File: src/rtl/sim_status_monitor_if.sv
// Per-hart decode-stage instruction channel watched by sim_status_monitor.
// Hart h occupies inst_i[h*INST_W +: INST_W].
interface sim_status_monitor_if #(
  parameter int unsigned NUM_HART = 1,
  parameter int unsigned INST_W   = 32
);
  logic [NUM_HART-1:0]        inst_vld_i;
  logic [NUM_HART*INST_W-1:0] inst_i;

  modport master (output inst_vld_i, inst_i);
  modport slave  (input  inst_vld_i, inst_i);
endinterface

File: src/rtl/sim_status_monitor.sv
// Run controller and pass/fail monitor: stretched core reset, signature
// detection per hart, cycle watchdog and sticky registered verdicts.
module sim_status_monitor #(
  parameter int unsigned       NUM_HART     = 1,
  parameter int unsigned       INST_W       = 32,
  parameter logic [INST_W-1:0] PASS_INST    = 'hc0001073,
  parameter logic [INST_W-1:0] FAIL_INST    = 'h00100073,
  parameter int unsigned       RST_HOLD_CYC = 20,
  parameter int unsigned       TIMEOUT_CYC  = 10000,
  parameter int unsigned       CNT_W        = 32,
  localparam int unsigned      HW           = (NUM_HART > 1) ? $clog2(NUM_HART) : 1
) (
  input  logic                  clk_i,
  input  logic                  rst_i,
  sim_status_monitor_if.slave   inst_bus,
  output logic                  core_rst_o,
  output logic                  done_o,
  output logic                  pass_o,
  output logic                  fail_o,
  output logic                  timeout_o,
  output logic [NUM_HART-1:0]   pass_mask_o,
  output logic [HW-1:0]         fail_hart_o,
  output logic [CNT_W-1:0]      cycle_cnt_o
);

  localparam int unsigned HOLD_W = (RST_HOLD_CYC > 0) ? $clog2(RST_HOLD_CYC + 1) : 1;

  typedef enum logic [2:0] {
    ST_HOLD,
    ST_RUN,
    ST_PASS,
    ST_FAIL,
    ST_TIMEOUT
  } state_t;

  state_t              state_q;
  logic [HOLD_W-1:0]   hold_q;
  logic                core_rst_q;
  logic                done_q;
  logic                pass_q;
  logic                fail_q;
  logic                timeout_q;
  logic [NUM_HART-1:0] pass_mask_q;
  logic [NUM_HART-1:0] pass_mask_d;
  logic [HW-1:0]       fail_hart_q;
  logic [HW-1:0]       fail_hart_d;
  logic [CNT_W-1:0]    cnt_q;
  logic [CNT_W-1:0]    cnt_d;

  logic [NUM_HART-1:0] pass_hit;
  logic [NUM_HART-1:0] fail_hit;
  logic                fail_any;
  logic                at_limit;

  always_comb begin
    pass_hit    = '0;
    fail_hit    = '0;
    fail_any    = 1'b0;
    fail_hart_d = fail_hart_q;
    for (int unsigned h = 0; h < NUM_HART; h++) begin
      pass_hit[h] = inst_bus.inst_vld_i[h] &&
                    (inst_bus.inst_i[h*INST_W +: INST_W] == PASS_INST);
      fail_hit[h] = inst_bus.inst_vld_i[h] &&
                    (inst_bus.inst_i[h*INST_W +: INST_W] == FAIL_INST);
      if (fail_hit[h] && !fail_any) begin
        fail_any    = 1'b1;
        fail_hart_d = HW'(h);
      end
    end
    pass_mask_d = pass_mask_q | pass_hit;
    // Counter saturates at the watchdog value, so it never wraps.
    at_limit    = (cnt_q == CNT_W'(TIMEOUT_CYC - 1));
    cnt_d       = at_limit ? cnt_q : cnt_q + CNT_W'(1);
  end

  always_ff @(posedge clk_i) begin
    if (rst_i) begin
      state_q     <= ST_HOLD;
      hold_q      <= '0;
      core_rst_q  <= 1'b1;
      done_q      <= 1'b0;
      pass_q      <= 1'b0;
      fail_q      <= 1'b0;
      timeout_q   <= 1'b0;
      pass_mask_q <= '0;
      fail_hart_q <= '0;
      cnt_q       <= '0;
    end else begin
      case (state_q)
        ST_HOLD: begin
          if (hold_q == HOLD_W'(RST_HOLD_CYC)) begin
            state_q    <= ST_RUN;
            core_rst_q <= 1'b0;
          end else begin
            hold_q <= hold_q + HOLD_W'(1);
          end
        end
        ST_RUN: begin
          pass_mask_q <= pass_mask_d;
          cnt_q       <= cnt_d;
          if (fail_any) begin
            state_q     <= ST_FAIL;
            done_q      <= 1'b1;
            fail_q      <= 1'b1;
            fail_hart_q <= fail_hart_d;
          end else if (&pass_mask_d) begin
            state_q <= ST_PASS;
            done_q  <= 1'b1;
            pass_q  <= 1'b1;
          end else if (at_limit) begin
            state_q   <= ST_TIMEOUT;
            done_q    <= 1'b1;
            fail_q    <= 1'b1;
            timeout_q <= 1'b1;
          end
        end
        default: ;
      endcase
    end
  end

  assign core_rst_o  = core_rst_q;
  assign done_o      = done_q;
  assign pass_o      = pass_q;
  assign fail_o      = fail_q;
  assign timeout_o   = timeout_q;
  assign pass_mask_o = pass_mask_q;
  assign fail_hart_o = fail_hart_q;
  assign cycle_cnt_o = cnt_q;

endmodule

File: src/flat_wrapper.sv
// flat-port wrapper written by rule: the top's interface ports become plain ports
module sim_status_monitor_flat 
#(
  parameter int unsigned       NUM_HART     = 1,
  parameter int unsigned       INST_W       = 32,
  parameter logic [INST_W-1:0] PASS_INST    = 'hc0001073,
  parameter logic [INST_W-1:0] FAIL_INST    = 'h00100073,
  parameter int unsigned       RST_HOLD_CYC = 20,
  parameter int unsigned       TIMEOUT_CYC  = 10000,
  parameter int unsigned       CNT_W        = 32,
  localparam int unsigned      HW           = (NUM_HART > 1) ? $clog2(NUM_HART) : 1
)
  (clk_i, rst_i, core_rst_o, done_o, pass_o, fail_o, timeout_o, pass_mask_o, fail_hart_o, cycle_cnt_o, inst_bus_inst_vld_i, inst_bus_inst_i);
  sim_status_monitor_if #(.NUM_HART(NUM_HART), .INST_W(INST_W)) inst_bus_i ();
  input  logic clk_i;
  input  logic rst_i;
  output logic core_rst_o;
  output logic done_o;
  output logic pass_o;
  output logic fail_o;
  output logic timeout_o;
  output logic [NUM_HART-1:0] pass_mask_o;
  output logic [HW-1:0] fail_hart_o;
  output logic [CNT_W-1:0] cycle_cnt_o;
  input wire logic [$bits(inst_bus_i.inst_vld_i)-1:0] inst_bus_inst_vld_i;
  input wire logic [$bits(inst_bus_i.inst_i)-1:0] inst_bus_inst_i;
  assign inst_bus_i.inst_vld_i = inst_bus_inst_vld_i;
  assign inst_bus_i.inst_i = inst_bus_inst_i;
  sim_status_monitor #(.NUM_HART(NUM_HART), .INST_W(INST_W), .PASS_INST(PASS_INST), .FAIL_INST(FAIL_INST), .RST_HOLD_CYC(RST_HOLD_CYC), .TIMEOUT_CYC(TIMEOUT_CYC), .CNT_W(CNT_W)) u_core (.clk_i(clk_i), .rst_i(rst_i), .inst_bus(inst_bus_i), .core_rst_o(core_rst_o), .done_o(done_o), .pass_o(pass_o), .fail_o(fail_o), .timeout_o(timeout_o), .pass_mask_o(pass_mask_o), .fail_hart_o(fail_hart_o), .cycle_cnt_o(cycle_cnt_o));
endmodule
File: config.mk
export PLATFORM = sky130hd
export DESIGN_NAME = sim_status_monitor_flat
export DESIGN_NICKNAME = d
export VERILOG_FILES = /design/src/rtl/sim_status_monitor_if.sv /design/src/rtl/sim_status_monitor.sv /design/src/flat_wrapper.sv
export SDC_FILE = /design/constraint.sdc
export NUM_CORES = 1
export LEC_CHECK = 0
export ABC_AREA = 1
export BUFFER_PORTS_ARGS = -buffer_cell sky130_fd_sc_hd__buf_2
export CORE_UTILIZATION = 35
export DETAILED_ROUTE_END_ITERATION = 8
export GPL_TIMING_DRIVEN = 0
export MAX_ROUTING_LAYER = met4
export PLACE_DENSITY_LB_ADDON = 0.2
export SKIP_CTS_REPAIR_TIMING = 1
export SYNTH_ARGS = -nofsm -noshare
export SYNTH_HDL_FRONTEND = slang
export SYNTH_SLANG_ARGS = --single-unit
File: constraint.sdc
create_clock -name clk_i -period 4.8 [get_ports clk_i]
set_input_delay 0.48 -clock clk_i [delete_from_list [all_inputs] [get_ports clk_i]]
set_output_delay 0.48 -clock clk_i [all_outputs]
set_load 0.01 [all_outputs]
== Word-level counts from Yosys, hierarchy flattened ==
Index checks and enable logic that the tools add are counted.

* Add/subtract/negate cells: 2
* Muxes and demuxes: 11
* Eq/ne operators: 8
* Bitwise gates (word level): 5
* Reductions and logical operators: 14

{| class="wikitable"
|+ Operators by type and width
! operator !! number
|-
| 32-bit by 1-bit adder with 32-bit output (second input constant) || 1
|-
| 32-bit by 14-bit == test with 1-bit output (second input constant) || 1
|-
| 32-bit by 21-bit == test with 1-bit output (second input constant) || 1
|-
| 32-bit == test (second input constant) || 1
|-
| 3-bit two-way mux || 4
|-
| 3-bit AND reduction || 3
|-
| 2-bit AND reduction || 4
|-
| 1-bit two-way mux || 6
|-
| 3-bit one-hot mux with 2 select lines || 1
|-
| 5-bit by 1-bit adder with 5-bit output (second input constant) || 1
|-
| 5-bit == test (second input constant) || 1
|-
| 4-bit by 1-bit != test with 1-bit output (second input constant) || 1
|-
| 1-bit NOT || 4
|-
| 4-bit AND reduction || 1
|-
| 2-bit nonzero test || 2
|-
| 3-bit by 1-bit == test with 1-bit output (second input constant) || 1
|-
| 3-bit zero test || 1
|-
| 3-bit nonzero test || 1
|-
| 1-bit logical AND || 2
|-
| 2-bit by 1-bit != test with 1-bit output (second input constant) || 1
|-
| 2-bit != test (second input constant) || 1
|-
| 1-bit bitwise OR || 1
|}

* Output and inout bits: 39
* Bits of input ports: 35
* Flip-flop bits (word level): 46

== Depth between registers and ports, before layout ==
Gate-level depths: netlist of the first run.

* Word-level depth: 6
* Depth in mapped cells: 13
* Gate-level depth less buffers: 12

== Least setup slack after synthesis of the first run ==
Ideal clock, no wire load.

* Path type: register to register
* From: reg u_core.cnt_q[0], in the netlist u_core.cycle_cnt_o[0]
* To: reg u_core.cnt_q[16], in the netlist u_core.cycle_cnt_o[16]
* Period minus slack after synthesis: 1.815 ns
* Library setup time: 0.132 ns
* Path slack: 2.985 ns
* Cell stages (with the launch flop): 10
* Required time: 4.668 ns
* Path buffers: 0
* Arrival: 1.682 ns
* Cells stage by stage: dfxtp_1 > ha_1 > nand2_1 > nor2_1 > nand2_1 > nor2_1 > nand3_1 > xor2_1 > nand2_1 > a21oi_1

* Word-level cells in the longest chain between the ends: 3
* Elaborated cells between the ends (all ways): 4

{| class="wikitable"
|+ Ends and longest elaborated chain
! item !! line !! text
|-
| start: declaration || sim_status_monitor.sv:47 || <nowiki>logic [CNT_W-1:0] cnt_q;</nowiki>
|-
| start signal: assignment || sim_status_monitor.sv:100 || <nowiki>cnt_q <= cnt_d;</nowiki>
|-
| branches (longest 3 deep; another with 32-bit by 1-bit adder with 32-bit output) || - ||
|}

Parallel ways; which one is timed is not known.
A chain may end at the register's enable or synchronous reset.

== Final worst setup path of the first run ==
Ends and elaborated chain as after synthesis.

==> metrics.yaml, run 1 <==
setup_path:
  crit_path_frequent_cell: "nand2_1"
  critPathCaptureType: "register"
  crit_path_cell_trace: "ha_1 > nand2_1 > nor2_1 > nand2_1 > nor2_1 > nand3_1 > xor2_1 > nand2_1 > a21oi_1"
  crit_type: "register to register"
  required_ns: 5.04
  startpoint_type: "register"
  critical_path.slowest_cell: "dfxtp_1"
  crit_fanout: 8
  cp_slowest_stage_delay_ns: 0.55
  cp.arrival_ns: 2.73
clock_tree:
  cts-root-buf: "clkbuf_8"
  clk_latency_ns: 0.31
  numCtsBuffers: 5
  cts.sinks: 46
  cts.path.max_buffers: 2
  cts_htree_levels: 2
  clk_pin_slew_ns: 0.09
  cts_tree: "yes"
cells_and_area:
  nFillCells: 934
  syn_to_final_growth_pct: 19.1
  final_cells: 709
  drive_gt1_frac: 0.159
  final_net_count: 641
  diodes: 0
detailed_routing:
  vias: 3455
  drt_iter0_drc: 259
  drt-pass1-iter-count: 4
  drcViolationCount: 0
  wl_mm: 9.16
  wire_per_inst_um: 12.9
  via_per_inst: 4.87
  ant_nets: 0
timing:
  fin_worst_skew_ns: 0.00639
  hold_violations: 0
  setup_viol: 0
  setup_tns_ns: 0
  relSlewSlack: 0.627
  max_freq_mhz: 401
  rsz0062_at_grt: "false"
  min_period_over_period: 0.520
  min_period_ns: 2.49
  report.final.slew_viol_count: 0
  worst_pin_slew_ns: 0.559
logic_synthesis:
  synth_area_mm2: 0.00301
  synth_fp_nets: 563
  synth_cell_types: 24
  avgSynthCellArea_um2: 5.74
  ys_seq_area_frac: 0.306
  ys_ff_latch: 46
  yosysWarnings: 0
  netlist_instances: 525
outcome:
  status: "completed"
power_and_ir_drop:
  internal_power_mw: 0.503
  combPwrFrac: 0.058
  p_sw_mw: 0.169
  leakagePower_nw: 1.56
  p_per_area_mw_per_mm2: 187
  seqPwrFrac: 0.572
  pwr-share-clk: 0.369
  ir_worst_vdd_mv: 0.0886
  switching_share: 0.252
floorplan:
  die_y_um: 94.8
  coreArea_mm2: 0.00826
  rows: 33
  initial_core_util: 0.365
  die_x_um: 94.8
  die_area_mm2: 0.00898
  ioPinCount: 74
global_route:
  grt-ovfl-total: 0
  grt_first_pass_wirelength_mm: 14.9
  grt_use_total: 0.218
  antenna_found_initial: 0
  grt_max_degree: 16
  grt_pass1_vias: 3091
placement:
  dpl.hpwl_mm: 7.42
  dp.cells: 701
  gp_congestion: 0.937
  numPortBuffers: 71
hold_path:
  hp-class: "register to register"
job:
  cap_violations: 0
[layer usage]
layer	up-vias	track usage	part of all wire
met5	-	-	0
li1	1796	-	-
met4	0	0.0429	0.0046
met2	81	0.350	0.45
met3	5	0.0250	0.039
met1	1573	0.296	0.51
[layout by cell type (no fill, tap or decap), types with 2 or more instances in the layout]
cell type,netlist,routed
inv_2,5,5
nor2_1,87,87
nand3b_1,2,2
nand4_1,8,8
buf_6,2,2
nor3_1,23,23
nor3b_1,2,2
clkbuf_1,6,6
buf_2,4,75
nor2_2,3,3
o21ai_0,12,12
nand2_1,174,174
ha_1,3,3
a21oi_1,42,42
o21ai_1,2,2
dfxtp_1,46,46
nand3_1,32,32
clkbuf_8,0,5
xor2_1,10,10
inv_1,57,57
[power by group through the flow]
| stage | Sequential (mW) | Combinational (mW) | Clock [mW] |
|---|---|---|---|
| finish | 0.385 | 0.0391 | 0.249 |
| global route | 0.386 | 0.0453 | 0.270 |
| CTS | 0.385 | 0.0397 | 0.257 |
| detailed placement | 0.394 | 0.0396 | 0 |
| global placement | 0.394 | 0.0385 | 0 |
| floorplan | 0.394 | 0.0196 | 0 |
[worst max-delay path: cells and delay by family, from the launching register on]
| kind | cells | cell delay (ns) |
|---|---|---|
| AO/OA/AOI/OAI | 1 | 0.12 |
| flip-flops | 1 | 0.55 |
| adder cells (fa/ha/maj) | 1 | 0.40 |
| AND/OR/NAND/NOR | 6 | 1.19 |
| XOR/XNOR | 1 | 0.17 |
[final timing paths]
| check | start | end | slack [ns] | cells past startpoint |
|---|---|---|---|---|
| max | u_core.cycle_cnt_o[0]$_SDFFE_PP0P_ | u_core.cycle_cnt_o[16]$_SDFFE_PP0P_ | 2.31 | 9 |
| min | u_core.core_rst_o$_SDFFE_PP1P_ | u_core.core_rst_o$_SDFFE_PP1P_ | 0.45 | 2 |
| min reg2reg | u_core.core_rst_o$_SDFFE_PP1P_ | u_core.core_rst_o$_SDFFE_PP1P_ | 0.45 | 2 |
| max reg2reg | u_core.cycle_cnt_o[0]$_SDFFE_PP0P_ | u_core.cycle_cnt_o[16]$_SDFFE_PP0P_ | 2.31 | 9 |
[cells by family (layout without fill, tap and decap cells)]
family          count (synthesis)  after routing  synth area share
simple gates                  333            333             0.455
buf+inv                        75            154             0.101
compound gates                 57             57            0.0955
flops                          46             46             0.306
xor+xnor                       10             10            0.0291
fa+ha+maj                       3              3            0.0125
other cells                     1              1           0.00124
[flip-flops by register name (all words and copies together) (netlist names)]
register            cells
u_core.pass_mask_o      1
u_core.pass_o           1
u_core.fail_o           1
u_core.timeout_o        1
u_core.cycle_cnt_o     32
u_core.core_rst_o       1
u_core.done_o           1
u_core.hold_q           5
u_core.state_q          3
[layout make-up]
type / count / area [µm²] / share of cell area
multi-input cells: 404 / 1790 / 0.498
well taps: 105 / 131 / 0.0366
plain buffers: 13 / 72.6 / 0.0202
flip-flops and latches: 46 / 921 / 0.257
clock inverters: 3 / 21.3 / 0.00593
repair buffers: 71 / 355 / 0.0990
clock buffers: 5 / 68.8 / 0.0192
inverters: 62 / 233 / 0.0648
[cells in the mapped netlist]
master | count | area share
inv_2 | 5 | 0.0062
nor3_2 | 1 | 0.0033
nor2_2 | 3 | 0.0062
a211oi_1 | 1 | 0.0025
nand2_1 | 174 | 0.22
nand3_1 | 32 | 0.053
nor3b_1 | 2 | 0.0050
nand3b_1 | 2 | 0.0050
buf_4 | 1 | 0.0025
o21ai_0 | 12 | 0.020
nand4_1 | 8 | 0.017
or2_2 | 1 | 0.0021
inv_1 | 57 | 0.071
nor2_1 | 87 | 0.11
buf_6 | 2 | 0.0075
xor2_1 | 10 | 0.029
conb_1 | 1 | 0.0012
ha_1 | 3 | 0.012
nor3_1 | 23 | 0.038
dfxtp_1 | 46 | 0.31
clkbuf_1 | 6 | 0.0075
a21oi_1 | 42 | 0.070
buf_2 | 4 | 0.0066
o21ai_1 | 2 | 0.0033
[through the flow]
step | total power [mW] | cell area (µm²) | hold WS [ns] | utilization | setup slack [ns]
3_5_place_dp | 0.434 | 3500 | 0.435 | 0.424 | 2.39
5_1_grt | 0.701 | 3590 | 0.482 | 0.435 | 2.00
4_1_cts | 0.682 | 3590 | 0.455 | 0.435 | 2.35
3_3_place_gp | 0.433 | 3500 | 0.425 | 0.424 | 2.38
6_report | 0.673 | 3590 | 0.448 | 0.435 | 2.31
2_1_floorplan | 0.413 | 3010 | 0.435 | - | 2.99
Note: power is estimated with default switching activity, not from simulation.
==> run 2: changes to the inputs <==
--- a/config.mk
+++ b/config.mk
@@ -5,7 +5,7 @@
 export SDC_FILE = /design/constraint.sdc
 export NUM_CORES = 1
 export LEC_CHECK = 0
-export ABC_AREA = 1
+export ABC_AREA = 0
 export BUFFER_PORTS_ARGS = -buffer_cell sky130_fd_sc_hd__buf_2
 export CORE_UTILIZATION = 35
 export DETAILED_ROUTE_END_ITERATION = 8
==> constraint.sdc (replaced) <==
create_clock -name clk_i -period 2 [get_ports clk_i]
set_input_delay 0.2 -clock clk_i [delete_from_list [all_inputs] [get_ports clk_i]]
set_output_delay 0.2 -clock clk_i [all_outputs]
set_load 0.01 [all_outputs]
==> run 2 against run 1 <==
  * Global-route usage is 4.1 points lower
  * Synthesized area fell by 23%
  * Cell area decreased by 15%
  * Largest cell class unchanged
  * Sequential power rose by 140%
  * Count of clock-buffer cells in the layout up 1
==> metrics.yaml, run 2 <==
logic_synthesis:
  synth_fp_nets: 305  # was 563
  yosysTopAreaCellShare: 0.399  # was 0.306
  yosysMostFrequentCell: "dfxtp_1"  # was nand2_1
  synth_cell_types: 52  # was 24
  yosysWarnings: 0  # unchanged
  synth_edf_count: 0  # unchanged
  synth_ff_type: "dfxtp_1"  # unchanged
  avgSynthCellArea_um2: 8.64  # was 5.74 µm²
  synth_area_mm2: 0.00231  # was 0.00301 mm²
  yosys-top-cells-area: "dfxtp_1 (40%), a21oi_1 (5.6%), or3_1 (4.3%)"  # was dfxtp_1 (31%), nand2_1 (22%), nor2_1 (11%)
  synth_commonest_cells: "dfxtp_1 (46), a21oi_1 (26), nor2_1 (19)"  # was nand2_1 (174), nor2_1 (87), inv_1 (57)
  ys_seq_area_frac: 0.399  # was 0.306
  async_flop_share: 0  # unchanged
  yosysTopAreaCell: "dfxtp_1"  # unchanged
  netlist_instances: 267  # was 525
  ys_ff_latch: 46  # unchanged
timing:
  setup_tns_ns: 0  # unchanged
  min_period_ns: 1.96  # was 2.49 ns
  hold_violations: 0  # unchanged
  holdWs_ns: 0.358  # was 0.448 ns
  fin_worst_skew_ns: 0.0109  # was 0.00639 ns
  report.final.slew_viol_count: 0  # unchanged
  worst_pin_slew_ns: 0.578  # was 0.559 ns
  rsz0062_at_grt: "true"  # was false
  min_period_over_period: 0.982  # was 0.520
  relSlewSlack: 0.614  # was 0.627
  max_freq_mhz: 509  # was 401 MHz
  setup_viol: 0  # unchanged
floorplan:
  die_y_um: 83.2  # was 94.8 µm
  initial_core_util: 0.363  # was 0.365
  rows: 29  # was 33
  die_area_mm2: 0.00692  # was 0.00898 mm²
  ioPinCount: 74  # unchanged
  coreArea_mm2: 0.00635  # was 0.00826 mm²
  die_x_um: 83.2  # was 94.8 µm
global_route:
  antenna_found_initial: 0  # unchanged
  grt_first_pass_wirelength_mm: 9.72  # was 14.9 mm
  grt_max_degree: 15  # was 16
  grt-ovfl-total: 0  # unchanged
  grt_use_total: 0.177  # was 0.218
  grt_pass1_vias: 2050  # was 3,091
power_and_ir_drop:
  p_per_area_mw_per_mm2: 522  # was 187 mW/mm²
  leakagePower_nw: 1.23  # was 1.56 nW
  internal_power_mw: 1.23  # was 0.503 mW
  p_sw_mw: 0.367  # was 0.169 mW
  seqPwrFrac: 0.578  # was 0.572
  combPwrFrac: 0.046  # was 0.058
  ir_worst_vdd_mv: 0.282  # was 0.0886 mV
  pwr-share-clk: 0.376  # was 0.369
  switching_share: 0.229  # was 0.252
clock_tree:
  clk_pin_slew_ns: 0.09  # about the same
  cts_htree_levels: 2  # unchanged
  numCtsBuffers: 5  # unchanged
  clk_latency_ns: 0.30  # was 0.31 ns
  cts.path.max_buffers: 2  # unchanged
  cts.sinks: 46  # unchanged
  cts_tree: "yes"  # unchanged
  cts-root-buf: "clkbuf_8"  # unchanged
cells_and_area:
  mostFrequentLayoutCell: "buf_2"  # was nand2_1
  diodes: 0  # unchanged
  drive_gt1_frac: 0.349  # was 0.159
  mostFrequentLayoutCells: "buf_2 (71), dfxtp_1 (36), a21oi_1 (23)"  # was nand2_1 (174), nor2_1 (87), buf_2 (75)
  final_net_count: 392  # was 641
  syn_to_final_growth_pct: 33.0  # was 19.1%
  final_cells: 432  # was 709
  fin_area_mm2: 0.00307  # was 0.00359 mm²
  final_core_util: 0.483  # was 0.435
  largest_reg_flops: 32  # unchanged
setup_path:
  startpoint_type: "register"  # unchanged
  crit_fanout: 6  # was 8
  cp_num_buf_inv: 2  # was 0
  crit_path_cell_trace: "ha_4 > nor4bb_4 > nand4_1 > buf_6 > o2111ai_4 > buf_6 > or4_4 > a21oi_2"  # was ha_1 > nand2_1 > nor2_1 > nand2_1 > nor2_1 > nand3_1 > xor2_1 > nand2_1 > a21oi_1
  crit_type: "register to register"  # unchanged
  rrSetupSlack_ns: 0.04  # was 2.31 ns
  required_ns: 2.24  # was 5.04 ns
  crit_path_frequent_cell: "buf_6"  # was nand2_1
  critPathCaptureType: "register"  # unchanged
  cp_slowest_stage_delay_ns: 0.48  # was 0.55 ns
  cpLargestDelayFamily: "simple AND/OR/NAND/NOR gates"  # unchanged
  critical_path.slowest_cell: "or4_4"  # was dfxtp_1
  cp.arrival_ns: 2.20  # was 2.73 ns
hold_path:
  hp-class: "primary input to register"  # was register to register
detailed_routing:
  vias: 2372  # was 3,455
  wire_per_inst_um: 14.1  # was 12.9 µm
  drcViolationCount: 0  # unchanged
  via_per_inst: 5.49  # was 4.87
  drt-pass1-iter-count: 4  # unchanged
  wl_mm: 6.11  # was 9.16 mm
  drt_iter0_drc: 139  # was 259
  ant_nets: 0  # unchanged
placement:
  dp.cells: 415  # was 701
  gp_congestion: 0.775  # was 0.937
  dpl.hpwl_mm: 4.28  # was 7.42 mm
  numPortBuffers: 71  # unchanged
  placed_area_mm2: 0.00276  # was 0.00350 mm²
job:
  cap_violations: 0  # unchanged
outcome:
  status: "completed"  # unchanged
## run 2: stage by stage
stage | total power, mW | setup slack (ns)
finish | 1.60 | 0.0357
global route | 1.67 | -0.0287
CTS | 1.61 | -0.544
detailed placement | 1.02 | -0.530
global placement | 1.02 | -0.507
floorplan | 0.979 | 0.0232
## run 2: kinds of logic after synthesis
family,count (synthesis),share of synthesized area
compound gates,68,0.181
simple gates,117,0.316
other cells,1,0.00163
mux,4,0.0184
flops,46,0.399
buf+inv,21,0.0412
fa+ha+maj,3,0.0163
xor+xnor,7,0.0266
## run 2: layout make-up
class                   count  area (µm²)
plain buffers              12        86.3
clock buffers               6        82.6
clock inverters             2        12.5
fillers                   614        3280
inverters                   9        33.8
multi-input cells         200        1390
flip-flops and latches     46         936
well taps                  77        96.3
repair buffers             80         434
## run 2: metal layers
metal	global-route usage	vias up	wire length [µm]
li1	-	1183	-
met1	0.224	1099	2830
met2	0.284	80	2830
met3	0.0338	10	390
met4	0.0596	0	61
met5	-	-	0
## run 2: worst paths after layout
kind,from,end,depth (start not counted)
setup / recovery,u_core.cycle_cnt_o[0]$_SDFFE_PP0P_,u_core.cycle_cnt_o[30]$_SDFFE_PP0P_,8
hold / removal,inst_bus_inst_i[30],u_core.fail_o$_SDFFE_PP0P_,4
setup reg to reg,u_core.cycle_cnt_o[0]$_SDFFE_PP0P_,u_core.cycle_cnt_o[30]$_SDFFE_PP0P_,8
hold reg to reg,u_core.done_o$_SDFFE_PP0P_,u_core.done_o$_SDFFE_PP0P_,2
## run 2: power groups by stage
stage               sequential, mW  clock [mW]  combinational [mW]
global placement             0.947           0              0.0722
finish                       0.925       0.602              0.0743
global route                 0.926       0.656              0.0832
detailed placement           0.948           0              0.0741
CTS                          0.926       0.613              0.0743
floorplan                    0.946           0              0.0329
## run 2: worst register-to-register path: stages (launching register included)
cell and delay [ns]:
dfxtp_4 0.37, ha_4 0.17, nor4bb_4 0.15, nand4_1 0.10
buf_6 0.14, o2111ai_4 0.20, buf_6 0.19, or4_4 0.48
a21oi_2 0.12
==> run 3: changes to the inputs <==
--- a/config.mk
+++ b/config.mk
@@ -7,7 +7,9 @@
 export LEC_CHECK = 0
 export ABC_AREA = 0
 export BUFFER_PORTS_ARGS = -buffer_cell sky130_fd_sc_hd__buf_2
-export CORE_UTILIZATION = 35
+export CELL_PAD_IN_SITES_DETAIL_PLACEMENT = 1
+export CELL_PAD_IN_SITES_GLOBAL_PLACEMENT = 1
+export CORE_UTILIZATION = 33
 export DETAILED_ROUTE_END_ITERATION = 8
 export GPL_TIMING_DRIVEN = 0
 export MAX_ROUTING_LAYER = met4
==> run 3 against run 2 <==
  * The run now ends with negative setup slack left
  * Via count up 1.3%
  * Critical path depth unchanged
  * First-iteration DRC count down 14%
  * Global-route usage up 2.4 points
  * Largest cell class unchanged
==> metrics.yaml, run 3 (synthesized netlist as in run 2, its figures left out) <==
setup_path:
  r2r_start: "u_core.cycle_cnt_o[0]$_SDFFE_PP0P_"  # unchanged
  critPathCaptureType: "register"  # unchanged
  r2r_cells: 8  # unchanged
  r2r-end: "u_core.cycle_cnt_o[26]$_SDFFE_PP0P_"  # was u_core.cycle_cnt_o[30]$_SDFFE_PP0P_
  startpoint: "u_core.cycle_cnt_o[0]$_SDFFE_PP0P_"  # unchanged
  crit_fanout: 6  # unchanged
  required_ns: 2.24  # about the same
  rrSetupSlack_ns: -0.02  # was 0.04 ns
  crit_type: "register to register"  # unchanged
  crit_path_end: "u_core.cycle_cnt_o[26]$_SDFFE_PP0P_"  # was u_core.cycle_cnt_o[30]$_SDFFE_PP0P_
  startpoint_type: "register"  # unchanged
  cp.arrival_ns: 2.26  # was 2.20 ns
floorplan:
  rows: 30  # was 29
  die_x_um: 85.6  # was 83.2 µm
  die_area_mm2: 0.00733  # was 0.00692 mm²
  ioPinCount: 74  # unchanged
  coreArea_mm2: 0.00676  # was 0.00635 mm²
  die_y_um: 85.6  # was 83.2 µm
  initial_core_util: 0.341  # was 0.363
detailed_routing:
  via_per_inst: 5.48  # was 5.49
  drcViolationCount: 0  # unchanged
  wl_mm: 7.17  # was 6.11 mm
  vias: 2404  # was 2,372
  wire_per_inst_um: 16.3  # was 14.1 µm
  drt_iter0_drc: 119  # was 139
  ant_nets: 0  # unchanged
  drt-pass1-iter-count: 4  # unchanged
timing:
  fin_worst_skew_ns: 0.00795  # was 0.0109 ns
  setup_tns_ns: -0.0381  # was 0 ns
  finalWorstSetupSlack_ns: -0.0215  # was 0.0357 ns
  hold_violations: 0  # unchanged
  min_period_ns: 2.02  # was 1.96 ns
  min_period_over_period: 1.01  # was 0.982
  relSlewSlack: 0.590  # was 0.614
  setup_viol: 3  # was 0
  worst_pin_slew_ns: 0.610  # was 0.578 ns
  rsz0062_at_grt: "true"  # unchanged
  report.final.slew_viol_count: 0  # unchanged
  max_freq_mhz: 495  # was 509 MHz
power_and_ir_drop:
  p_per_area_mw_per_mm2: 514  # was 522 mW/mm²
  power_mw: 1.57  # was 1.60 mW
  ir_worst_vdd_mv: 0.303  # was 0.282 mV
  leakagePower_nw: 1.24  # was 1.23 nW
hold_path:
  hp-class: "primary input to register"  # unchanged
global_route:
  grt_pass1_vias: 2415  # was 2,050
  grt-ovfl-total: 0  # unchanged
  grt_first_pass_wirelength_mm: 11.4  # was 9.72 mm
  grt_use_total: 0.202  # was 0.177
  grt_max_degree: 13  # was 15
  antenna_found_initial: 0  # unchanged
placement:
  dp.cells: 418  # was 415
  dpl.hpwl_mm: 4.99  # was 4.28 mm
  numPortBuffers: 71  # unchanged
  gp_congestion: 0.775  # about the same
cells_and_area:
  final_net_count: 398  # was 392
  nFillCells: 841  # was 614
  diodes: 0  # unchanged
  drive_gt1_frac: 0.337  # was 0.349
  final_core_util: 0.454  # was 0.483
  final_cells: 439  # was 432
  largest_reg_flops: 32  # unchanged
  multi_input_area_mm2: 0.00137  # was 0.00139 mm²
  regArea_um2: 932  # was 936 µm²
  syn_to_final_growth_pct: 32.9  # was 33.0%
  mostFrequentLayoutCells: "buf_2 (71), dfxtp_1 (39), a21oi_1 (25)"  # was buf_2 (71), dfxtp_1 (36), a21oi_1 (23)
  mostFrequentLayoutCell: "buf_2"  # unchanged
outcome:
  violations: "negative setup slack"
  status: "finished, violations left"  # was completed
job:
  cap_violations: 0  # unchanged
clock_tree:
  cts.sinks: 46  # unchanged
  clk_latency_ns: 0.30  # about the same
  clk_pin_slew_ns: 0.08  # was 0.09 ns
  numCtsBuffers: 5  # unchanged
  cts_htree_levels: 2  # unchanged
  cts-root-buf: "clkbuf_8"  # unchanged
  cts.path.max_buffers: 2  # unchanged
  cts_tree: "yes"  # unchanged
-- run 3: how the worst min path moves through the flow --
| stage | startpoint | to | slack (ns) | cells after the start |
|---|---|---|---|---|
| after floorplan | u_core.state_q[2]$_SDFFE_PP0P_ | u_core.state_q[2]$_SDFFE_PP0P_ | 0.45 | 2 |
| after global placement | u_core.done_o$_SDFFE_PP0P_ | u_core.done_o$_SDFFE_PP0P_ | 0.44 | 2 |
| after detailed placement | u_core.done_o$_SDFFE_PP0P_ | u_core.done_o$_SDFFE_PP0P_ | 0.45 | 2 |
| after CTS | inst_bus_inst_i[12] | u_core.fail_o$_SDFFE_PP0P_ | 0.30 | 4 |
| after global routing | inst_bus_inst_i[31] | u_core.fail_o$_SDFFE_PP0P_ | 0.35 | 4 |
| final | inst_bus_inst_i[31] | u_core.fail_o$_SDFFE_PP0P_ | 0.31 | 4 |
-- run 3: critical path, stage by stage (launching register included) --
cell and delay, ns:
dfxtp_4 0.37, ha_4 0.16, nor4bb_1 0.12, nand4_1 0.13
buf_6 0.15, o2111ai_4 0.19, buf_4 0.19, or4_1 0.49
a21oi_1 0.14
-- run 3: where the power goes --
part	switching (mW)	internal (mW)
Combinational	0.0374	0.0373
Sequential	0.00587	0.919
Clock	0.308	0.267
Total	0.352	1.22
-- run 3: through the flow --
step | setup WS [ns] | area [µm²] | hold slack [ns]
global placement | -0.555 | 2760 | 0.436
detailed placement | -0.607 | 2760 | 0.445
global route | -0.149 | 3070 | 0.354
finish | -0.0215 | 3070 | 0.313
CTS | -0.626 | 2840 | 0.301
floorplan | 0.0232 | 2310 | 0.450
-- run 3: final cells by class --
type,count,area share
flip-flops and latches,46,0.304
clock buffers,6,0.0269
multi-input cells,201,0.447
plain buffers,12,0.0257
repair buffers,85,0.153
well taps,80,0.0327
inverters,9,0.0110
-- run 3: per-layer routing --
metal | GRT usage | share of wire
met3 | 0.0375 | 0.031
met2 | 0.351 | 0.50
met5 | - | 0
met4 | 0.0682 | 0.014
met1 | 0.233 | 0.45
